`src/rtl/bk_mem_pkg.sv`:
```
// Shared types for the SRAM arbiter: access states, requester IDs and
// the video lead window.
package bk_mem_pkg;

    typedef enum logic [2:0] {
        IDLE,
        RD1,
        RD2,
        WS,
        WP,
        WH
    } state_e;

    typedef enum logic [1:0] {
        RQ_NONE,
        RQ_VID,
        RQ_DBG,
        RQ_CPU
    } rq_e;

    localparam int VID_LEAD = 3;
    localparam int AW_DEF   = 18;

endpackage

```
`src/rtl/sram_arbiter_if.sv`:
```
// Pad-side bus of the external 16-bit asynchronous SRAM.
// master = arbiter, slave = pads / memory model.
interface sram_arbiter_if #(
    parameter int AW = 18
);
    logic [AW-1:0] sram_addr;
    logic [15:0]   sram_dq_o;
    logic          sram_dq_oe;
    logic [15:0]   sram_dq_i;
    logic          sram_we_n;
    logic          sram_oe_n;
    logic          sram_lb_n;
    logic          sram_ub_n;

    modport master (
        output sram_addr, sram_dq_o, sram_dq_oe,
        output sram_we_n, sram_oe_n, sram_lb_n, sram_ub_n,
        input  sram_dq_i
    );

    modport slave (
        input  sram_addr, sram_dq_o, sram_dq_oe,
        input  sram_we_n, sram_oe_n, sram_lb_n, sram_ub_n,
        output sram_dq_i
    );
endinterface

```
`src/rtl/sram_io.sv`:
```
// Pad-facing output registers: every SRAM pin changes only on clk and
// falls back to the inactive level as soon as reset asserts.
module sram_io #(
    parameter int AW = 18
) (
    input  logic          clk,
    input  logic          reset_n,
    input  logic [AW-1:0] addr_d_i,
    input  logic [15:0]   dq_d_i,
    input  logic          dq_oe_d_i,
    input  logic          we_n_d_i,
    input  logic          oe_n_d_i,
    input  logic          lb_n_d_i,
    input  logic          ub_n_d_i,
    output logic [AW-1:0] addr_o,
    output logic [15:0]   dq_o,
    output logic          dq_oe_o,
    output logic          we_n_o,
    output logic          oe_n_o,
    output logic          lb_n_o,
    output logic          ub_n_o
);

    logic [AW-1:0] addr_q;
    logic [15:0]   dq_q;
    logic          dq_oe_q;
    logic          we_n_q;
    logic          oe_n_q;
    logic          lb_n_q;
    logic          ub_n_q;

    always_ff @(posedge clk or negedge reset_n) begin
        if (!reset_n) begin
            addr_q  <= '0;
            dq_q    <= '0;
            dq_oe_q <= 1'b0;
            we_n_q  <= 1'b1;
            oe_n_q  <= 1'b1;
            lb_n_q  <= 1'b1;
            ub_n_q  <= 1'b1;
        end else begin
            addr_q  <= addr_d_i;
            dq_q    <= dq_d_i;
            dq_oe_q <= dq_oe_d_i;
            we_n_q  <= we_n_d_i;
            oe_n_q  <= oe_n_d_i;
            lb_n_q  <= lb_n_d_i;
            ub_n_q  <= ub_n_d_i;
        end
    end

    assign addr_o  = addr_q;
    assign dq_o    = dq_q;
    assign dq_oe_o = dq_oe_q;
    assign we_n_o  = we_n_q;
    assign oe_n_o  = oe_n_q;
    assign lb_n_o  = lb_n_q;
    assign ub_n_o  = ub_n_q;

endmodule

```
`src/rtl/sram_arbiter.sv`:
```
// Three-way SRAM arbiter (video > debug > CPU) with fixed read/write
// sequences, debug hold/hlda handshake and late-video latching.
module sram_arbiter
    import bk_mem_pkg::*;
#(
    parameter int AW = AW_DEF
) (
    input  logic          clk,
    input  logic          reset_n,

    input  logic          cpu_req,
    input  logic          cpu_we,
    input  logic [AW-1:0] cpu_addr,
    input  logic [1:0]    cpu_be,
    input  logic [15:0]   cpu_wdata,
    output logic [15:0]   cpu_rdata,
    output logic          cpu_ack,

    input  logic          dbg_hold,
    output logic          dbg_hlda,
    input  logic          dbg_req,
    input  logic          dbg_we,
    input  logic [AW-1:0] dbg_addr,
    input  logic [15:0]   dbg_wdata,
    output logic [15:0]   dbg_rdata,
    output logic          dbg_ack,

    input  logic          vid_soon,
    input  logic          vid_req,
    input  logic [AW-1:0] vid_addr,
    output logic [15:0]   vid_data,
    output logic          vid_valid,
    output logic          vid_late,

    sram_arbiter_if.master sram
);

    state_e        state_q, state_d;
    rq_e           rq_q, rq_d;
    logic          we_q, we_d;
    logic [AW-1:0] addr_q, addr_d;
    logic [15:0]   wdata_q, wdata_d;
    logic [1:0]    be_q, be_d;

    logic          vpend_q, vpend_d;
    logic [AW-1:0] vaddr_q, vaddr_d;
    logic          late_q, late_d;
    logic          hlda_q, hlda_d;

    logic          cpu_ack_q, dbg_ack_q, vid_valid_q;
    logic [15:0]   cpu_rdata_q, dbg_rdata_q, vid_data_q;

    logic vid_go, dbg_go, cpu_go;
    logic rd_d, wr_d;
    logic done_rd, done_wr;

    // An ack cycle is the requester's turn to drop req, so it blocks regrant.
    assign vid_go = vid_req | vpend_q;
    assign dbg_go = dbg_req & dbg_hold & hlda_q & ~vid_soon & ~dbg_ack_q;
    assign cpu_go = cpu_req & ~dbg_hold & ~hlda_q & ~vid_soon & ~cpu_ack_q;

    always_comb begin
        state_d = state_q;
        rq_d    = rq_q;
        we_d    = we_q;
        addr_d  = addr_q;
        wdata_d = wdata_q;
        be_d    = be_q;
        if (state_q == IDLE) begin
            if (vid_go) begin
                rq_d    = RQ_VID;
                we_d    = 1'b0;
                addr_d  = vid_req ? vid_addr : vaddr_q;
                be_d    = 2'b11;
                state_d = RD1;
            end else if (dbg_go) begin
                rq_d    = RQ_DBG;
                we_d    = dbg_we;
                addr_d  = dbg_addr;
                wdata_d = dbg_wdata;
                be_d    = 2'b11;
                state_d = dbg_we ? WS : RD1;
            end else if (cpu_go) begin
                rq_d    = RQ_CPU;
                we_d    = cpu_we;
                addr_d  = cpu_addr;
                wdata_d = cpu_wdata;
                be_d    = cpu_be;
                state_d = cpu_we ? WS : RD1;
            end else begin
                rq_d = RQ_NONE;
            end
        end else begin
            unique case (state_q)
                RD1:     state_d = RD2;
                RD2:     state_d = IDLE;
                WS:      state_d = WP;
                WP:      state_d = WH;
                WH:      state_d = IDLE;
                default: state_d = IDLE;
            endcase
        end
    end

    always_comb begin
        vpend_d = vpend_q;
        vaddr_d = vaddr_q;
        late_d  = late_q;
        hlda_d  = hlda_q;
        if (state_q != IDLE) begin
            if (vid_req) begin
                vpend_d = 1'b1;
                vaddr_d = vid_addr;
                late_d  = 1'b1;
            end
        end else begin
            vpend_d = 1'b0;
            hlda_d  = dbg_hold;
        end
    end

    assign rd_d = (state_d == RD1) || (state_d == RD2);
    assign wr_d = (state_d == WS) || (state_d == WP) || (state_d == WH);

    assign done_rd = (state_q == RD2);
    assign done_wr = (state_q == WH);

    always_ff @(posedge clk or negedge reset_n) begin
        if (!reset_n) begin
            state_q     <= IDLE;
            rq_q        <= RQ_NONE;
            we_q        <= 1'b0;
            addr_q      <= '0;
            wdata_q     <= '0;
            be_q        <= '0;
            vpend_q     <= 1'b0;
            vaddr_q     <= '0;
            late_q      <= 1'b0;
            hlda_q      <= 1'b0;
            cpu_ack_q   <= 1'b0;
            dbg_ack_q   <= 1'b0;
            vid_valid_q <= 1'b0;
            cpu_rdata_q <= '0;
            dbg_rdata_q <= '0;
            vid_data_q  <= '0;
        end else begin
            state_q     <= state_d;
            rq_q        <= rq_d;
            we_q        <= we_d;
            addr_q      <= addr_d;
            wdata_q     <= wdata_d;
            be_q        <= be_d;
            vpend_q     <= vpend_d;
            vaddr_q     <= vaddr_d;
            late_q      <= late_d;
            hlda_q      <= hlda_d;
            cpu_ack_q   <= (done_rd | done_wr) && (rq_q == RQ_CPU);
            dbg_ack_q   <= (done_rd | done_wr) && (rq_q == RQ_DBG);
            vid_valid_q <= done_rd && (rq_q == RQ_VID);
            if (done_rd && rq_q == RQ_CPU) cpu_rdata_q <= sram.sram_dq_i;
            if (done_rd && rq_q == RQ_DBG) dbg_rdata_q <= sram.sram_dq_i;
            if (done_rd && rq_q == RQ_VID) vid_data_q  <= sram.sram_dq_i;
        end
    end

    sram_io #(
        .AW(AW)
    ) u_io (
        .clk       (clk),
        .reset_n   (reset_n),
        .addr_d_i  (addr_d),
        .dq_d_i    (wdata_d),
        .dq_oe_d_i (wr_d),
        .we_n_d_i  (state_d != WP),
        .oe_n_d_i  (~rd_d),
        .lb_n_d_i  (rd_d ? 1'b0 : (wr_d ? ~be_d[0] : 1'b1)),
        .ub_n_d_i  (rd_d ? 1'b0 : (wr_d ? ~be_d[1] : 1'b1)),
        .addr_o    (sram.sram_addr),
        .dq_o      (sram.sram_dq_o),
        .dq_oe_o   (sram.sram_dq_oe),
        .we_n_o    (sram.sram_we_n),
        .oe_n_o    (sram.sram_oe_n),
        .lb_n_o    (sram.sram_lb_n),
        .ub_n_o    (sram.sram_ub_n)
    );

    assign cpu_rdata = cpu_rdata_q;
    assign cpu_ack   = cpu_ack_q;
    assign dbg_rdata = dbg_rdata_q;
    assign dbg_ack   = dbg_ack_q;
    assign dbg_hlda  = hlda_q;
    assign vid_data  = vid_data_q;
    assign vid_valid = vid_valid_q;
    assign vid_late  = late_q;

endmodule

```
`src/flat_wrapper.sv`:
```
// flat-port wrapper written by rule: the top's interface ports become plain ports
module sram_arbiter_flat import bk_mem_pkg::*;
#(
    parameter int AW = AW_DEF
)
  (clk, reset_n, cpu_req, cpu_we, cpu_addr, cpu_be, cpu_wdata, cpu_rdata, cpu_ack, dbg_hold, dbg_hlda, dbg_req, dbg_we, dbg_addr, dbg_wdata, dbg_rdata, dbg_ack, vid_soon, vid_req, vid_addr, vid_data, vid_valid, vid_late, sram_sram_addr, sram_sram_dq_o, sram_sram_dq_oe, sram_sram_we_n, sram_sram_oe_n, sram_sram_lb_n, sram_sram_ub_n, sram_sram_dq_i);
  sram_arbiter_if #(.AW(AW)) sram_i ();
  input  logic clk;
  input  logic reset_n;
  input  logic cpu_req;
  input  logic cpu_we;
  input  logic [AW-1:0] cpu_addr;
  input  logic [1:0] cpu_be;
  input  logic [15:0] cpu_wdata;
  output logic [15:0] cpu_rdata;
  output logic cpu_ack;
  input  logic dbg_hold;
  output logic dbg_hlda;
  input  logic dbg_req;
  input  logic dbg_we;
  input  logic [AW-1:0] dbg_addr;
  input  logic [15:0] dbg_wdata;
  output logic [15:0] dbg_rdata;
  output logic dbg_ack;
  input  logic vid_soon;
  input  logic vid_req;
  input  logic [AW-1:0] vid_addr;
  output logic [15:0] vid_data;
  output logic vid_valid;
  output logic vid_late;
  output wire logic [$bits(sram_i.sram_addr)-1:0] sram_sram_addr;
  output wire logic [$bits(sram_i.sram_dq_o)-1:0] sram_sram_dq_o;
  output wire logic [$bits(sram_i.sram_dq_oe)-1:0] sram_sram_dq_oe;
  output wire logic [$bits(sram_i.sram_we_n)-1:0] sram_sram_we_n;
  output wire logic [$bits(sram_i.sram_oe_n)-1:0] sram_sram_oe_n;
  output wire logic [$bits(sram_i.sram_lb_n)-1:0] sram_sram_lb_n;
  output wire logic [$bits(sram_i.sram_ub_n)-1:0] sram_sram_ub_n;
  input wire logic [$bits(sram_i.sram_dq_i)-1:0] sram_sram_dq_i;
  assign sram_sram_addr = sram_i.sram_addr;
  assign sram_sram_dq_o = sram_i.sram_dq_o;
  assign sram_sram_dq_oe = sram_i.sram_dq_oe;
  assign sram_sram_we_n = sram_i.sram_we_n;
  assign sram_sram_oe_n = sram_i.sram_oe_n;
  assign sram_sram_lb_n = sram_i.sram_lb_n;
  assign sram_sram_ub_n = sram_i.sram_ub_n;
  assign sram_i.sram_dq_i = sram_sram_dq_i;
  sram_arbiter #(.AW(AW)) u_core (.clk(clk), .reset_n(reset_n), .cpu_req(cpu_req), .cpu_we(cpu_we), .cpu_addr(cpu_addr), .cpu_be(cpu_be), .cpu_wdata(cpu_wdata), .cpu_rdata(cpu_rdata), .cpu_ack(cpu_ack), .dbg_hold(dbg_hold), .dbg_hlda(dbg_hlda), .dbg_req(dbg_req), .dbg_we(dbg_we), .dbg_addr(dbg_addr), .dbg_wdata(dbg_wdata), .dbg_rdata(dbg_rdata), .dbg_ack(dbg_ack), .vid_soon(vid_soon), .vid_req(vid_req), .vid_addr(vid_addr), .vid_data(vid_data), .vid_valid(vid_valid), .vid_late(vid_late), .sram(sram_i));
endmodule
```
`config.mk`:
```
export PLATFORM = sky130hd
export DESIGN_NAME = sram_arbiter_flat
export DESIGN_NICKNAME = d
export VERILOG_FILES = /design/src/rtl/bk_mem_pkg.sv /design/src/rtl/sram_arbiter_if.sv /design/src/rtl/sram_io.sv /design/src/rtl/sram_arbiter.sv /design/src/flat_wrapper.sv
export SDC_FILE = /design/constraint.sdc
export NUM_CORES = 1
export LEC_CHECK = 0
export ABC_AREA = 0
export ABC_CLOCK_PERIOD_IN_PS = 1700
export BUFFER_PORTS_ARGS = -buffer_cell sky130_fd_sc_hd__buf_4
export CAP_MARGIN = 20
export CORE_ASPECT_RATIO = 0.8
export CORE_MARGIN = 5
export CORE_UTILIZATION = 30
export DETAILED_ROUTE_END_ITERATION = 12
export PLACE_DENSITY_LB_ADDON = 0.3
export SYNTH_ARGS = -nofsm -noshare
export SYNTH_HDL_FRONTEND = slang
export SYNTH_HIERARCHICAL = 1
export SYNTH_SLANG_ARGS = --single-unit
```
`constraint.sdc`:
```
create_clock -name clk -period 1.7 [get_ports clk]
set_input_delay 0.17 -clock clk [delete_from_list [all_inputs] [get_ports clk]]
set_output_delay 0.17 -clock clk [all_outputs]
set_load 0.02 [all_outputs]
```
# [Word level (Yosys, flattened, before mapping)]
# Index checks and enable logic that the tools add are counted.
[word_totals] reg_bits=118 inputBits=113 out_inout_bits=92
[classes] n_eq_ne=15 mux=26 bitwise_logic=19 reduce_logical=15
[op_table] cell="2-to-1 mux 18 bit" n=4
[op_table] cell="2-to-1 mux 16 bit" n=2
[op_table] cell="2-to-1 mux 2 bit" n=9
[op_table] cell="== test 3 x 2 -> 1 bit, second input constant" n=4
[op_table] cell="== test 3 bit, second input constant" n=4
[op_table] cell="2-to-1 mux 3 bit" n=4
[op_table] cell="inverter 1 bit" n=9
[op_table] cell="one-hot mux 3 bit (3 select lines)" n=1
[op_table] cell="AND 1 bit" n=8
[op_table] cell="== test 3 x 1 -> 1 bit, second input constant" n=2
[op_table] cell="2-to-1 mux 1 bit" n=6
[op_table] cell="nonzero test 3 bit" n=2
[op_table] cell="logical AND 1 bit" n=5
[op_table] cell="== test 2 bit, second input constant" n=2
[op_table] cell="AND reduction 2 bit" n=2
[op_table] cell="logical NOT 3 bit" n=1
[op_table] cell="logical OR 1 bit" n=3
[op_table] cell="inequality test 3 bit, second input constant" n=1
[op_table] cell="AND reduction 3 bit" n=1
[op_table] cell="== test 2 x 1 -> 1 bit, second input constant" n=1
[op_table] cell="inequality test 2 bit, second input constant" n=1
[op_table] cell="OR 1 bit" n=2
[op_table] cell="nonzero test 2 bit" n=1

# [Logic depth before layout (Yosys ltp)]
# Gate-level depths: netlist (run 1).
[logic_depth] word_depth=14 ltp_mapped=7

# [Hierarchy]
# The synthesis (run 1) kept the hierarchy.
[modules_own_cells] mod="sram_arbiter" n_inst=1 cells_each=422 area_per_inst_um2=4843.4 seq_area_each_um2=2827.7
[modules_own_cells] mod="sram_io" n_inst=1 cells_each=39 area_per_inst_um2=980.9 seq_area_each_um2=980.9

# [Least setup slack after synthesis (run 1)]
# OpenSTA, ideal clock, no wires.
[synth_timing] path_type="register -> register" startpoint="register u_core.state_q[2]" endpoint="register u_core.vaddr_q[10]" setup_time_ns=0.128 t_arrival_ns=1.638 required_time_ns=1.572 path_slack_ns=-0.066 stages_incl_launch_ff=6 n_path_buf=2 synth_period_minus_slack_ns=1.766 cell_sequence="dfrtp_1 -> buf_2 -> or3_4 -> nand2_2 -> buf_4 -> mux2_1"
[synth_between] elab_chain_cells=1
[synth_lines] element="from (decl)" line_no="sram_arbiter.sv:38" source="state_e state_q, state_d;"
[synth_lines] element="from (signal assigned)" line_no="sram_arbiter.sv:147" source="state_q <= state_d;"
[synth_lines] element="nonzero test 3 bit" line_no="sram_arbiter.sv:110" source="if (state_q != IDLE) begin"
[synth_lines] element="to (signal assigned)" line_no="sram_arbiter.sv:154" source="vaddr_q <= vaddr_d;"
[synth_lines] element="to (decl)" line_no="sram_arbiter.sv:46" source="logic [AW-1:0] vaddr_q, vaddr_d;"
# Every way passes these cells.
# A chain may end at the register's enable or synchronous reset.

# [Worst setup path in the final report (run 1)]
[layout_timing] startpoint="register u_core.state_q[1]" endpoint="register u_core.u_io.ub_n_q, in the netlist u_core/u_io/ub_n_o"
[layout_between] elab_chain_cells=9 word_cells_on_any_way=21
[layout_lines] element="branches (longest 8 deep; another with == test 3 bit)"
[layout_lines] element="2-to-1 mux 1 bit (*)" line_no="sram_arbiter.sv:177" source=".ub_n_d_i (rd_d ? 1'b0 : (wr_d ? ~be_d[1] : 1'b1)),"
[layout_lines] element="to (signal assigned)" line_no="sram_io.sv:48" source="ub_n_q <= ub_n_d_i;"
[layout_lines] element="to (decl)" line_no="sram_io.sv:30" source="logic ub_n_q;"
# Mark *: on every way between the ends.

==> tab_implementation.tex, run 1 <==
\begin{tabular}{lr}
\hline
Metric & Value \\
\hline
\multicolumn{2}{l}{\textbf{Run status}} \\
\quad Result of the run & complete, but fails checks \\
\quad Violations in the final reports & setup timing \\
\multicolumn{2}{l}{\textbf{Detailed routing}} \\
\quad Routed length per instance & 17.2 microns \\
\quad Average via count per standard cell & 4.71 \\
\quad Drt total wl & 17,200 microns \\
\quad Via Count & 4,720 \\
\quad DR iter-0 viols & 194 \\
\quad DRC violation count after routing & 0 \\
\quad Post-detailed-route count of antenna-violating nets & 0 \\
\quad DRT Pass-1 Iters & 4 \\
\multicolumn{2}{l}{\textbf{Setup path}} \\
\quad WP data required & 2.03 ns \\
\quad Maximum fanout along the worst path & 4 \\
\quad Crit-path cells & or3\_4, nor2\_4, nand2\_2, o2bb2ai\_4, nand2\_1, a211oi\_2 \\
\quad Crit-path slowest cell & sky130\_fd\_sc\_hd\_\_or3\_4 \\
\quad Crit path launch type & register \\
\quad Depth of the worst register-to-register path & 6 \\
\quad Number of buffers and inverters on the critical path & 0 \\
\quad Crit path DAT & 2.05 ns \\
\quad R2R Setup Slk & -0.01 ns \\
\quad Top delay family on crit path & simple AND/OR/NAND/NOR gates \\
\quad Endpoint class of the critical path & register \\
\quad Worst path max stage delay & 0.45 ns \\
\quad Type of the worst setup path & register to register \\
\quad Number of logic stages on the critical path including buffering & 6 \\
\multicolumn{2}{l}{\textbf{Synthesis}} \\
\quad Total number of yosys warnings & 6 \\
\quad Post-Synthesis Cell Area & 0.00582 sq mm \\
\quad Largest family of logic cells by synthesized area & compound AO/OA/AOI/OAI gates \\
\quad Number of nets produced by synthesis & 574 \\
\quad Number of cells produced by synthesis & 461 \\
\quad Number of flip-flops and latches in the synthesized netlist & 152 \\
\quad Avg Cell Area, Syn & 12.6 sq um \\
\quad Xor and xnor area share after synthesis & 0\% \\
\quad Share of cell area taken by muxes after synthesis & 9.67\% \\
\quad Share of the yosys chip area belonging to registers & 65.4\% \\
\quad Basic-gate share of the synthesized area counting and, or, nand and nor cells & 9.56\% \\
\quad Synth Area in Compound Gates & 12.8\% \\
\quad Adder and majority cell fraction of the synthesized area & 0\% \\
\quad Synth cell types & 39 \\
\multicolumn{2}{l}{\textbf{Floorplan}} \\
\quad Total number of placement rows & 45 \\
\quad Die outline area & 0.0223 sq mm \\
\quad Chip Height & 135 microns \\
\quad Initial cell density of the core & 30.6\% \\
\quad Total core area & 0.0190 sq mm \\
\quad I/O pin total & 205 \\
\quad Chip width & 166 microns \\
\multicolumn{2}{l}{\textbf{CTS}} \\
\quad Worst-case clock buffer depth & 2 \\
\quad Clock buffers created by TritonCTS & 17 \\
\quad Clock Root Buffer & sky130\_fd\_sc\_hd\_\_clkbuf\_16 \\
\quad TritonCTS clock tree & done \\
\quad Maximum level of the CTS H-tree & 4 \\
\quad Clock Pin Slew Worst Setup and Hold Paths & 0.06 ns \\
\quad Clock Latency Late Sink & 0.42 ns \\
\quad Total number of clock tree sinks & 152 \\
\multicolumn{2}{l}{\textbf{Finish}} \\
\quad \# diodes & 0 \\
\quad Area delta synth->final & 56.7\% \\
\quad Layout cell share with drive strength beyond 1 & 47.7\% \\
\quad Fin nets & 845 \\
\quad Post-layout utilization of the core & 48.0\% \\
\quad Design Area, Final & 0.00913 sq mm \\
\multicolumn{2}{l}{\textbf{STA}} \\
\quad Normalized max-slew margin & 67.1\% \\
\quad Fraction of the cycle the final worst path needs & 101\% \\
\quad Final setup violation count & 1 \\
\quad Achievable Freq & 584 MHz \\
\quad Unrepaired setup endpoints after global routing & true \\
\quad Transition time at the pin with the least slew margin & 0.493 ns \\
\quad Count of pins over their slew limit & 0 \\
\quad Min setup slack post-route & -0.0121 ns \\
\quad Minimum period implied by the final worst setup slack & 1.71 ns \\
\quad Number of failing hold endpoints at the final stage & 0 \\
\quad Maximum clock skew at final layout & 0.0100 ns \\
\multicolumn{2}{l}{\textbf{Global route}} \\
\quad Via count of the first global-routing pass & 5,158 \\
\quad Global-route track usage on met3 & 5.27\% \\
\quad Aggregate global-route resource usage & 15.2\% \\
\quad Grt met1 use & 19.6\% \\
\quad Top Usage Layer GRT & met2 \\
\quad Wire length of the first global-routing pass & 27,300 microns \\
\quad Total gr overflow & 0 \\
\quad Largest net degree at the start of global routing & 46 \\
\quad Met2 Track Usage GR & 24.8\% \\
\quad Initial antenna violation count & 0 \\
\multicolumn{2}{l}{\textbf{Pwr}} \\
\quad Largest voltage drop on the vdd net & 0.729 mV \\
\quad Cell Pwr Density & 1760 mW/mm\^{}2 \\
\quad Leakage & 4.31 nW \\
\multicolumn{2}{l}{\textbf{Hold path}} \\
\quad Class of the worst hold path & input port to register \\
\quad Worst hold path depth & 3 \\
\multicolumn{2}{l}{\textbf{Place}} \\
\quad Half-perimeter wire length after placement & 12,300 microns \\
\quad Post-placement worst setup slack & -0.121 ns \\
\quad Gp weighted congestion & 0.783 \\
\quad PortBufs & 204 \\
\quad Placement-stage cell area & 0.00787 sq mm \\
\multicolumn{2}{l}{\textbf{Run}} \\
\quad Total of max-cap violations & 0 \\
\hline
\end{tabular}
layout by cell type, fill, tap and decap left out, types with 2 or more instances in the layout:
| cell | count |
|---|---|
| sky130_fd_sc_hd__a211oi_2 | 2 |
| sky130_fd_sc_hd__a21oi_2 | 2 |
| sky130_fd_sc_hd__a221oi_1 | 18 |
| sky130_fd_sc_hd__a22oi_1 | 17 |
| sky130_fd_sc_hd__buf_12 | 8 |
| sky130_fd_sc_hd__buf_4 | 229 |
| sky130_fd_sc_hd__buf_6 | 4 |
| sky130_fd_sc_hd__bufinv_16 | 2 |
| sky130_fd_sc_hd__clkbuf_16 | 18 |
| sky130_fd_sc_hd__clkinv_4 | 3 |
| sky130_fd_sc_hd__clkinvlp_4 | 4 |
| sky130_fd_sc_hd__dfrtp_1 | 145 |
| sky130_fd_sc_hd__dfrtp_2 | 3 |
| sky130_fd_sc_hd__dfstp_2 | 4 |
| sky130_fd_sc_hd__dlygate4sd3_1 | 37 |
| sky130_fd_sc_hd__inv_1 | 4 |
| sky130_fd_sc_hd__inv_2 | 2 |
| sky130_fd_sc_hd__inv_6 | 4 |
| sky130_fd_sc_hd__mux2_1 | 29 |
| sky130_fd_sc_hd__mux2_2 | 21 |
| sky130_fd_sc_hd__nand2_1 | 79 |
| sky130_fd_sc_hd__nand2_2 | 16 |
| sky130_fd_sc_hd__nand2_4 | 2 |
| sky130_fd_sc_hd__nand2b_1 | 3 |
| sky130_fd_sc_hd__nand3b_1 | 3 |
| sky130_fd_sc_hd__nor2_1 | 8 |
| sky130_fd_sc_hd__nor3_1 | 2 |
| sky130_fd_sc_hd__nor3_4 | 2 |
| sky130_fd_sc_hd__o21ai_1 | 19 |
| sky130_fd_sc_hd__o21ai_2 | 17 |
| sky130_fd_sc_hd__o221ai_1 | 18 |
| sky130_fd_sc_hd__o2bb2ai_4 | 2 |
layout make-up:
type,count,area [sq um]
Fill cell,1710,9900
Sequential cell,152,3810
Timing Repair Buffer,279,2320
Multi-Input combinational cell,276,2050
Clock buffer,18,439
Tap cell,258,323
Clock inverter,14,163
Inverter,6,22.5
Yosys cell counts (all sizes together):
master     n  area share [%]
o221ai    18             2.7
a211oi     2            0.34
o21ai     37             3.2
a221oi    18             2.7
and3       1            0.11
nand3b     3            0.39
nor4       1            0.37
dfrtp    148              64
inv        6            0.39
clkbuf    10            0.64
nor2      10            0.77
nor2b      1            0.11
o2bb2ai    2            0.73
or2        1            0.11
o41a       1            0.19
buf       17             1.5
nand2     97             6.3
nor3b      2            0.34
dfstp      4             1.8
a21o       1            0.13
nand3      1           0.086
mux2      50             9.7
nor3       4            0.43
or3        1            0.19
a22oi     17             2.2
o22a       1            0.15
a21oi      3            0.26
o31ai      1            0.21
nand2b     3            0.32
where the power goes:
part           switching [W]  total, W  internal [W]
Sequential          0.000747   0.00597       0.00522
Clock                0.00156   0.00380       0.00223
Combinational        0.00349   0.00630       0.00281
stage by stage:
step                      hold WS [ns]  instances  TNS (ns)  power [W]
after CTS                      0.00665        994         0     0.0156
final                           0.0258       1003   -0.0121     0.0161
after global routing           0.00947       1003    -0.923     0.0170
after detailed placement         0.119        925     -1.50     0.0116
after global placement           0.120        925         0     0.0115
after floorplan                 -0.126        461         0    0.00895
state kept, by name, indices dropped and copies added, names as in the netlist, 2 cells and up:
register and cells:
u_core/dbg_rdata 16, u_core/rq_q 2, u_core/u_io/addr_o 18, u_core/state_q 3
u_core/cpu_rdata 16, u_core/vid_data 16, u_core/wdata_q 16, u_core/addr_q 18
u_core/u_io/dq_o 16, u_core/vaddr_q 18, u_core/be_q 2
layer usage:
layer  up-vias  wire length [microns]  part of all wire (%)
met5         -                      0                     0
met4         0                    213                   1.2
met3        19                   1130                   6.6
li1       2186                      -                     -
met1      2350                   7560                    44
met2       165                   8300                    48
timing repair:
item | 4_1_cts | 5_1_grt
setup endpoints to repair | 45 | 67
endpoints found under the hold margin | 97 | 0
cloned | 0 | 1
gates resized for setup | 5 | 51
pin swaps | 0 | 8
buffers inserted | 0 | 8
hold buffers | 37 | 0
worst reg2reg max path: stages (launching register included):
cell                        delay, ns
sky130_fd_sc_hd__dfrtp_2         0.44
sky130_fd_sc_hd__or3_4           0.45
sky130_fd_sc_hd__nor2_4          0.11
sky130_fd_sc_hd__nand2_2         0.11
sky130_fd_sc_hd__o2bb2ai_4       0.20
sky130_fd_sc_hd__nand2_1         0.10
sky130_fd_sc_hd__a211oi_2        0.23
cell families after synthesis:
group	count (synthesis)
buffers and inverters	33
DFF	152
muxes	50
AOI/OAI and AO/OA	101
and+or+nand+nor	125
worst paths after layout:
kind / from / to
max: u_core/state_q[1] / u_core/u_io/ub_n_o
min: sram_sram_dq_i[15] / u_core/vid_data[15]
max reg2reg: u_core/state_q[1] / u_core/u_io/ub_n_o
min reg2reg: u_core/addr_q[16] / u_core/addr_q[16]
max in group asynchronous: reset_n / u_core/u_io/lb_n_o
min in group asynchronous: reset_n / u_core/dbg_rdata[0]
Power figures use the tool's default switching activity.
==> inputs of run 2 (changes only) <==
--- a/config.mk
+++ b/config.mk
@@ -6,7 +6,7 @@
 export NUM_CORES = 1
 export LEC_CHECK = 0
 export ABC_AREA = 0
-export ABC_CLOCK_PERIOD_IN_PS = 1700
+export ABC_CLOCK_PERIOD_IN_PS = 2000
 export BUFFER_PORTS_ARGS = -buffer_cell sky130_fd_sc_hd__buf_4
 export CAP_MARGIN = 20
 export CORE_ASPECT_RATIO = 0.8
@@ -16,5 +16,4 @@
 export PLACE_DENSITY_LB_ADDON = 0.3
 export SYNTH_ARGS = -nofsm -noshare
 export SYNTH_HDL_FRONTEND = slang
-export SYNTH_HIERARCHICAL = 1
 export SYNTH_SLANG_ARGS = --single-unit
==> constraint.sdc (replaced) <==
create_clock -name clk -period 2 [get_ports clk]
set_input_delay 0.2 -clock clk [delete_from_list [all_inputs] [get_ports clk]]
set_output_delay 0.2 -clock clk [all_outputs]
set_load 0.02 [all_outputs]
==> tab_implementation.tex, run 2 <==
\begin{tabular}{lr}
\hline
Metric & Value \\
\hline
\multicolumn{2}{l}{\textbf{STA}} \\
\quad Setup\_tns & 0 ns (+0.0121 ns) \\
\quad Minimum period implied by the final worst setup slack & 1.85 ns (+0.143 ns) \\
\quad Unrepaired setup endpoints after global routing & false \\
\quad Count of pins over their slew limit & 0 (unchanged) \\
\quad Number of failing hold endpoints at the final stage & 0 (unchanged) \\
\quad Maximum clock skew at final layout & 0.00736 ns (-0.00268 ns) \\
\quad Fraction of the cycle the final worst path needs & 92.7\% (-8.0 points) \\
\quad Normalized max-slew margin & 58.4\% (-8.7 points) \\
\quad Achievable Freq & 539 MHz (-7.7\%) \\
\quad Final setup violation count & 0 (-1) \\
\quad Transition time at the pin with the least slew margin & 0.624 ns (+0.131 ns) \\
\multicolumn{2}{l}{\textbf{Global route}} \\
\quad Via count of the first global-routing pass & 4,268 (-17\%) \\
\quad Aggregate global-route resource usage & 14.8\% (-0.45 points) \\
\quad Initial antenna violation count & 0 (unchanged) \\
\quad Total gr overflow & 0 (unchanged) \\
\quad Largest net degree at the start of global routing & 46 (unchanged) \\
\quad Wire length of the first global-routing pass & 23,300 microns (-15\%) \\
\multicolumn{2}{l}{\textbf{Finish}} \\
\quad Area delta synth->final & 48.9\% \\
\quad Design Area, Final & 0.00779 sq mm (-15\%) \\
\quad Fin nets & 761 (-9.9\%) \\
\quad Layout cell share with drive strength beyond 1 & 48.9\% (+1.2 points) \\
\quad \# diodes & 0 (unchanged) \\
\quad Number of non-filler instances in the completed layout & 886 (-12\%) \\
\quad Most frequent cells in the layout & 211 x sky130\_fd\_sc\_hd\_\_buf\_4, 114 x sky130\_fd\_sc\_hd\_\_dfrtp\_1, 56 x sky130\_fd\_sc\_hd\_\_mux2\_2 \\
\quad Post-layout utilization of the core & 45.2\% (-2.7 points) \\
\quad Leading registers by flop count & u\_core.addr\_q x18, u\_core.vaddr\_q x18 \\
\quad Most common cell after layout, fill and taps aside & sky130\_fd\_sc\_hd\_\_buf\_4 \\
\multicolumn{2}{l}{\textbf{CTS}} \\
\quad Clock Pin Slew Worst Setup and Hold Paths & 0.06 ns (about the same) \\
\quad Total number of clock tree sinks & 118 (-22\%) \\
\quad Clock Latency Late Sink & 0.41 ns (about the same) \\
\quad Worst-case clock buffer depth & 2 (unchanged) \\
\quad Maximum level of the CTS H-tree & 4 (unchanged) \\
\quad Clock buffers created by TritonCTS & 17 (unchanged) \\
\quad Clock Root Buffer & sky130\_fd\_sc\_hd\_\_clkbuf\_16 \\
\quad TritonCTS clock tree & done \\
\multicolumn{2}{l}{\textbf{Place}} \\
\quad Placed Instances & 841 (-9.1\%) \\
\quad PortBufs & 204 (unchanged) \\
\quad Gp weighted congestion & 0.810 (+3.4\%) \\
\quad Placement-stage cell area & 0.00706 sq mm (-10\%) \\
\quad Half-perimeter wire length after placement & 11,400 microns (-7.5\%) \\
\multicolumn{2}{l}{\textbf{Setup path}} \\
\quad Reg2reg end & u\_core.vaddr\_q[6] \\
\quad Endpoint class of the critical path & register \\
\quad Crit path DAT & 2.15 ns (+0.10 ns) \\
\quad Type of the worst setup path & register to register \\
\quad Crit-path slowest cell & sky130\_fd\_sc\_hd\_\_dfrtp\_1 \\
\quad R2R Setup Slk & 0.15 ns (+0.16 ns) \\
\quad Maximum fanout along the worst path & 19 (+15) \\
\quad Depth of the worst register-to-register path & 3 (-3) \\
\quad Crit-path cells & or3\_1, nand2\_2, mux2\_2 \\
\quad FF-to-FF Start & u\_core.state\_q[2] \\
\quad WP data required & 2.29 ns (+0.26 ns) \\
\quad Worst path max stage delay & 0.48 ns (+0.03 ns) \\
\quad Crit path launch type & register \\
\multicolumn{2}{l}{\textbf{Detailed routing}} \\
\quad DRT Pass-1 Iters & 4 (unchanged) \\
\quad DRC violation count after routing & 0 (unchanged) \\
\quad Post-detailed-route count of antenna-violating nets & 0 (unchanged) \\
\quad Routed length per instance & 16.9 microns (-1.6\%) \\
\quad Via Count & 4,013 (-15\%) \\
\quad Drt total wl & 15,000 microns (-13\%) \\
\quad Average via count per standard cell & 4.53 (-3.8\%) \\
\quad DR iter-0 viols & 155 (-20\%) \\
\multicolumn{2}{l}{\textbf{Floorplan}} \\
\quad Chip Height & 128 microns (-4.9\%) \\
\quad Die outline area & 0.0202 sq mm (-9.6\%) \\
\quad Total number of placement rows & 43 (-4.4\%) \\
\quad I/O pin total & 205 (unchanged) \\
\quad Initial cell density of the core & 30.4\% (-0.23 points) \\
\quad Total core area & 0.0172 sq mm (-9.5\%) \\
\quad Chip width & 158 microns (-4.9\%) \\
\multicolumn{2}{l}{\textbf{Synthesis}} \\
\quad Share of the yosys chip area belonging to registers & 56.6\% (-8.8 points) \\
\quad Most frequent cell after synthesis & sky130\_fd\_sc\_hd\_\_dfrtp\_1 \\
\quad Number of flip-flops and latches in the synthesized netlist & 118 (-22\%) \\
\quad Synth area leader & sky130\_fd\_sc\_hd\_\_dfrtp\_1 \\
\quad Number of cells produced by synthesis & 424 (-8.0\%) \\
\quad Biggest area contributors in the synthesized netlist & sky130\_fd\_sc\_hd\_\_dfrtp\_1 55\%, sky130\_fd\_sc\_hd\_\_mux2\_2 12\%, sky130\_fd\_sc\_hd\_\_mux2i\_1 6.5\% \\
\quad Number of enable flip-flop cells after synthesis & 0 (unchanged) \\
\quad Post-Synthesis Cell Area & 0.00523 sq mm (-10\%) \\
\quad Top\_reg\_cell synth & sky130\_fd\_sc\_hd\_\_dfrtp\_1 \\
\quad Commonest cells post-synth & 114 x sky130\_fd\_sc\_hd\_\_dfrtp\_1, 56 x sky130\_fd\_sc\_hd\_\_mux2\_2, 43 x sky130\_fd\_sc\_hd\_\_nand2\_1 \\
\quad Avg Cell Area, Syn & 12.3 sq um (-2.4\%) \\
\quad Synth cell types & 40 (+2.6\%) \\
\quad Post-synthesis async set-or-reset flop share & 100\% (unchanged) \\
\quad Total number of yosys warnings & 0 (-6) \\
\quad Number of nets produced by synthesis & 537 (-6.4\%) \\
\quad Yosys top cell area share & 54.6\% (-9.0 points) \\
\multicolumn{2}{l}{\textbf{Hold path}} \\
\quad Class of the worst hold path & input port to register \\
\quad Source of the worst hold timing path & sram\_sram\_dq\_i[6] \\
\quad Worst hold path depth & 2 (-1) \\
\quad Endpoint of the worst hold path & u\_core.vid\_data[6] \\
\multicolumn{2}{l}{\textbf{Run}} \\
\quad Total of max-cap violations & 0 (unchanged) \\
\multicolumn{2}{l}{\textbf{Pwr}} \\
\quad Switching portion of total power & 36.9\% (+0.82 points) \\
\quad Sequential share of power & 34.7\% (-2.4 points) \\
\quad Gate power share & 39.6\% (+0.4 points) \\
\quad Switching power summed over all nets & 0.00417 W (-28\%) \\
\quad Largest voltage drop on the vdd net & 0.803 mV (+10\%) \\
\quad Leakage & 3.83 nW (-11\%) \\
\quad Internal power of the cells & 0.00713 W (-31\%) \\
\quad Cell Pwr Density & 1450 mW/mm\^{}2 (-18\%) \\
\quad Part of the total power dissipated in the clock network & 25.7\% (+2.1 points) \\
\multicolumn{2}{l}{\textbf{Run status}} \\
\quad Result of the run & completed \\
\hline
\end{tabular}
==> run 2: cell count changes after synthesis, moves of 18 or more <==
cell / change
sky130_fd_sc_hd__mux2i_1: +34
sky130_fd_sc_hd__dfrtp_1: -34
sky130_fd_sc_hd__a221oi_1: -18
sky130_fd_sc_hd__nand2_1: -52
sky130_fd_sc_hd__nor2_1: +18
sky130_fd_sc_hd__o221ai_1: -18
sky130_fd_sc_hd__mux2_2: +35
==> run 2: metal layers <==
metal	routed length, microns	track usage, %	up-vias
li1	-	-	1946
met1	6660	19.5	1928
met2	7070	23.9	130
met3	1080	4.25	9
met4	146	4.25	0
met5	0	0	-
==> run 2: area by class of cell <==
type                            count  area [sq um]
Clock buffer                       17           425
Clock inverter                     15           144
Fill cell                        1642          9430
Inverter                            2          7.51
Multi-Input combinational cell    280          2150
Sequential cell                   118          2960
Tap cell                          225           282
Timing Repair Buffer              229          1820
==> run 2: what timing repair did <==
item / CTS / global route
setup buffers: 0 / 0
hold buffers: 12 / 0
endpoints found under the setup margin: 0 / 9
hold endpoints to repair: 50 / 0
gates resized for setup: 0 / 3
==> run 2: worst max-delay path by stage <==
stage | startpoint | endpoint | cells after the start
finish | u_core.state_q[2] | u_core.vaddr_q[6] | 3
global route | u_core.state_q[1] | u_core.u_io.ub_n_o | 6
CTS | u_core.dbg_hlda | u_core.addr_q[11] | 6
detailed placement | u_core.dbg_hlda | u_core.addr_q[11] | 6
global placement | u_core.dbg_hlda | u_core.addr_q[11] | 6
floorplan | u_core.state_q[1] | u_core.vaddr_q[10] | 6
==> run 2: cells by family after synthesis <==
logic type	after synthesis	synth area share, %
AND/OR/NAND/NOR	98	8.97
flip-flops	118	56.6
buffers and inverters	26	2.61
multiplexers	118	24.6
AO/OA/AOI/OAI	64	7.25
==> run 2: critical path: cells and delay by family (launching register included) <==
kind | cells | cell delay (ns)
simple gates | 2 | 0.86
mux | 1 | 0.39
flops | 1 | 0.48
==> run 2: per-stage QoR <==
step / total power [W] / setup WS [ns] / hold slack, ns
6_report: 0.0113 / 0.145 / 0.0278
5_1_grt: 0.0120 / 0.0199 / 0.0160
4_1_cts: 0.0115 / 0.113 / 0.00263
3_5_place_dp: 0.00846 / 0.124 / 0.256
3_3_place_gp: 0.00832 / 0.158 / 0.240
2_1_floorplan: 0.00649 / 0.214 / -0.0956
==> run 2: power by group through the flow <==
stage	Combinational [W]	Sequential [W]	Clock [W]
after global routing	0.00486	0.00404	0.00310
after detailed placement	0.00450	0.00396	0
after CTS	0.00454	0.00392	0.00300
after floorplan	0.00187	0.00463	0
after global placement	0.00440	0.00392	0
final	0.00447	0.00392	0.00291
==> inputs of run 3 (changes only) <==
--- a/config.mk
+++ b/config.mk
@@ -13,6 +13,7 @@
 export CORE_MARGIN = 5
 export CORE_UTILIZATION = 30
 export DETAILED_ROUTE_END_ITERATION = 12
+export GPL_TIMING_DRIVEN = 0
 export PLACE_DENSITY_LB_ADDON = 0.3
 export SYNTH_ARGS = -nofsm -noshare
 export SYNTH_HDL_FRONTEND = slang
==> tab_implementation.tex, run 3 (synthesized netlist as in run 2, its figures left out) <==
\begin{tabular}{lr}
\hline
Metric & Value \\
\hline
\multicolumn{2}{l}{\textbf{Run status}} \\
\quad Result of the run & completed \\
\multicolumn{2}{l}{\textbf{CTS}} \\
\quad Worst-case clock buffer depth & 2 (unchanged) \\
\quad Total number of clock tree sinks & 118 (unchanged) \\
\quad TritonCTS clock tree & done \\
\quad Maximum level of the CTS H-tree & 4 (unchanged) \\
\quad Clock Root Buffer & sky130\_fd\_sc\_hd\_\_clkbuf\_16 \\
\quad Clock Latency Late Sink & 0.41 ns (about the same) \\
\quad Clock Pin Slew Worst Setup and Hold Paths & 0.06 ns (about the same) \\
\quad Clock buffers created by TritonCTS & 17 (unchanged) \\
\multicolumn{2}{l}{\textbf{Detailed routing}} \\
\quad DRC violation count after routing & 0 (unchanged) \\
\quad DR iter-0 viols & 175 (+13\%) \\
\quad Routed length per instance & 16.7 microns (-1.1\%) \\
\quad Via Count & 4,157 (+3.6\%) \\
\quad Average via count per standard cell & 4.58 (+1.2\%) \\
\quad DRT Pass-1 Iters & 4 (unchanged) \\
\quad Drt total wl & 15,100 microns (+1.3\%) \\
\quad Post-detailed-route count of antenna-violating nets & 0 (unchanged) \\
\multicolumn{2}{l}{\textbf{Setup path}} \\
\quad WP data required & 2.29 ns (about the same) \\
\quad Maximum fanout along the worst path & 10 (-9) \\
\quad Reg2reg end & u\_core.vaddr\_q[14] \\
\quad Worst path max stage delay & 0.37 ns (-0.11 ns) \\
\quad Crit path launch type & register \\
\quad R2R Setup Slk & 0.11 ns (-0.04 ns) \\
\quad Top delay family on crit path & buffers and inverters \\
\quad Type of the worst setup path & register to register \\
\quad Crit path DAT & 2.18 ns (+0.03 ns) \\
\quad Depth of the worst register-to-register path & 6 (+3) \\
\quad FF-to-FF Start & u\_core.state\_q[1] \\
\quad Crit-path slowest cell & sky130\_fd\_sc\_hd\_\_dfrtp\_1 \\
\quad Endpoint class of the critical path & register \\
\quad Crit-path cells & buf\_6, or3\_1, clkbuf\_1, nand2\_4, buf\_4, mux2\_1 \\
\quad Number of buffers and inverters on the critical path & 3 (+3) \\
\multicolumn{2}{l}{\textbf{Global route}} \\
\quad Aggregate global-route resource usage & 14.6\% (-0.21 points) \\
\quad Largest net degree at the start of global routing & 64 (+39\%) \\
\quad Via count of the first global-routing pass & 4,250 (-0.42\%) \\
\quad Wire length of the first global-routing pass & 22,900 microns (-2.1\%) \\
\quad Initial antenna violation count & 0 (unchanged) \\
\quad Total gr overflow & 0 (unchanged) \\
\multicolumn{2}{l}{\textbf{Place}} \\
\quad Half-perimeter wire length after placement & 11,800 microns (+3.5\%) \\
\quad Post-placement worst setup slack & -0.102 ns (-0.226 ns) \\
\quad PortBufs & 204 (unchanged) \\
\quad Gp weighted congestion & 0.833 (+2.9\%) \\
\multicolumn{2}{l}{\textbf{STA}} \\
\quad Maximum clock skew at final layout & 0.0118 ns (+0.00446 ns) \\
\quad Min setup slack post-route & 0.108 ns (-0.0367 ns) \\
\quad Setup\_tns & 0 ns (unchanged) \\
\quad Count of pins over their slew limit & 0 (unchanged) \\
\quad Worst hold margin & 0.0231 ns (-0.00478 ns) \\
\quad Fraction of the cycle the final worst path needs & 94.6\% (+1.8 points) \\
\quad Number of failing hold endpoints at the final stage & 0 (unchanged) \\
\quad Transition time at the pin with the least slew margin & 0.581 ns (-0.0433 ns) \\
\quad Final setup violation count & 0 (unchanged) \\
\quad Achievable Freq & 529 MHz (-1.9\%) \\
\quad Minimum period implied by the final worst setup slack & 1.89 ns (+0.0367 ns) \\
\quad Unrepaired setup endpoints after global routing & false \\
\quad Normalized max-slew margin & 61.3\% (+2.9 points) \\
\multicolumn{2}{l}{\textbf{Floorplan}} \\
\quad I/O pin total & 205 (unchanged) \\
\quad Chip width & 158 microns (unchanged) \\
\quad Total core area & 0.0172 sq mm (unchanged) \\
\quad Initial cell density of the core & 30.4\% (unchanged) \\
\quad Total number of placement rows & 43 (unchanged) \\
\quad Die outline area & 0.0202 sq mm (unchanged) \\
\quad Chip Height & 128 microns (unchanged) \\
\multicolumn{2}{l}{\textbf{Finish}} \\
\quad Fin nets & 782 (+2.8\%) \\
\quad Area delta synth->final & 51.1\% \\
\quad Fill count & 1,597 (-2.7\%) \\
\quad \# diodes & 0 (unchanged) \\
\quad Layout cell share with drive strength beyond 1 & 50.1\% (+1.3 points) \\
\quad Leading registers by flop count & u\_core.addr\_q x18, u\_core.vaddr\_q x18 \\
\quad Most common cell after layout, fill and taps aside & sky130\_fd\_sc\_hd\_\_buf\_4 \\
\quad Most frequent cells in the layout & 220 x sky130\_fd\_sc\_hd\_\_buf\_4, 114 x sky130\_fd\_sc\_hd\_\_dfrtp\_1, 56 x sky130\_fd\_sc\_hd\_\_mux2\_2 \\
\quad Area taken by multi-input logic gates & 0.00219 sq mm (+1.7\%) \\
\quad Storage cell area & 0.00296 sq mm (unchanged) \\
\multicolumn{2}{l}{\textbf{Hold path}} \\
\quad Worst hold path depth & 2 (unchanged) \\
\quad Source of the worst hold timing path & vid\_addr[13] \\
\quad Endpoint of the worst hold path & u\_core.vaddr\_q[13] \\
\quad Class of the worst hold path & input port to register \\
\multicolumn{2}{l}{\textbf{Run}} \\
\quad Total of max-cap violations & 0 (unchanged) \\
\multicolumn{2}{l}{\textbf{Pwr}} \\
\quad Overall power of the completed layout & 0.0116 W (+2.4\%) \\
\quad Cell Pwr Density & 1460 mW/mm\^{}2 (+0.92\%) \\
\quad Leakage & 3.92 nW (+2.1\%) \\
\quad Largest voltage drop on the vdd net & 0.699 mV (-13\%) \\
\hline
\end{tabular}
[run 3: changes by cell type in the layout (fill, tap and decap cells not counted), moves of 2 or more]
cell                            delta
sky130_fd_sc_hd__nand3b_4          +2
sky130_fd_sc_hd__clkbuf_4          +4
sky130_fd_sc_hd__buf_12            -4
sky130_fd_sc_hd__nor2_2            -2
sky130_fd_sc_hd__dlygate4sd3_1     -2
sky130_fd_sc_hd__clkinv_2          -2
sky130_fd_sc_hd__buf_4             +9
sky130_fd_sc_hd__clkbuf_1          +5
sky130_fd_sc_hd__inv_8             -2
sky130_fd_sc_hd__buf_2             +8
sky130_fd_sc_hd__clkbuf_8          +2
sky130_fd_sc_hd__nand3b_2          -2
[run 3: how the worst max path moves through the flow]
stage	startpoint	cells past startpoint	slack (ns)	to
2_1_floorplan	u_core.state_q[1]	6	0.21	u_core.vaddr_q[10]
6_report	u_core.state_q[1]	6	0.11	u_core.vaddr_q[14]
3_3_place_gp	u_core.dbg_hlda	7	-0.01	u_core.wdata_q[4]
5_1_grt	u_core.state_q[0]	6	0.02	u_core.cpu_rdata[11]
4_1_cts	u_core.state_q[0]	7	0.007	u_core.wdata_q[9]
3_5_place_dp	u_core.dbg_hlda	7	-0.10	u_core.wdata_q[9]
[run 3: report_power, final]
group,switching [W],total (W),internal (W)
Combinational,0.00257,0.00478,0.00221
Sequential,0.000511,0.00386,0.00335
Clock,0.00113,0.00293,0.00179
[run 3: layout make-up]
class | count | area share (%)
Buffer | 24 | 1.85
Timing Repair Buffer | 226 | 22.1
Sequential cell | 118 | 37.4
Tap cell | 225 | 3.56
Inverter | 2 | 0.0950
Clock inverter | 12 | 1.50
Clock buffer | 20 | 5.78
Multi-Input combinational cell | 280 | 27.7
[run 3: timing repair]
| item | 4_1_cts | 5_1_grt |
|---|---|---|
| setup buffers | 0 | 11 |
| gates resized for setup | 5 | 14 |
| hold buffers | 10 | 0 |
| hold endpoints to repair | 72 | 0 |
| endpoints found under the setup margin | 21 | 67 |
| pin swaps | 0 | 3 |
[run 3: routing by layer]
| layer | part of all wire [%] | track usage (%) | wire length [microns] |
|---|---|---|---|
| met1 | 46 | 20.0 | 6970 |
| met4 | 0.94 | 4.25 | 142 |
| met2 | 46 | 22.6 | 6980 |
| met3 | 6.9 | 4.02 | 1050 |
| met5 | 0 | 0 | 0 |
[run 3: per-stage QoR]
| stage | instance area (sq um) | cells | util, % |
|---|---|---|---|
| 4_1_cts | 7760 | 896 | 45.1 |
| 3_3_place_gp | 7040 | 853 | 40.9 |
| 3_5_place_dp | 7070 | 854 | 41.1 |
| 5_1_grt | 7900 | 907 | 45.9 |
| 6_report | 7900 | 907 | 45.9 |
| 2_1_floorplan | 5230 | 424 | - |
[run 3: worst register-to-register path: cells and delay by family (launching register included)]
kind / cells / cell delay, ns
mux: 1 / 0.34
buf+inv: 3 / 0.55
flops: 1 / 0.37
simple gates: 2 / 0.51
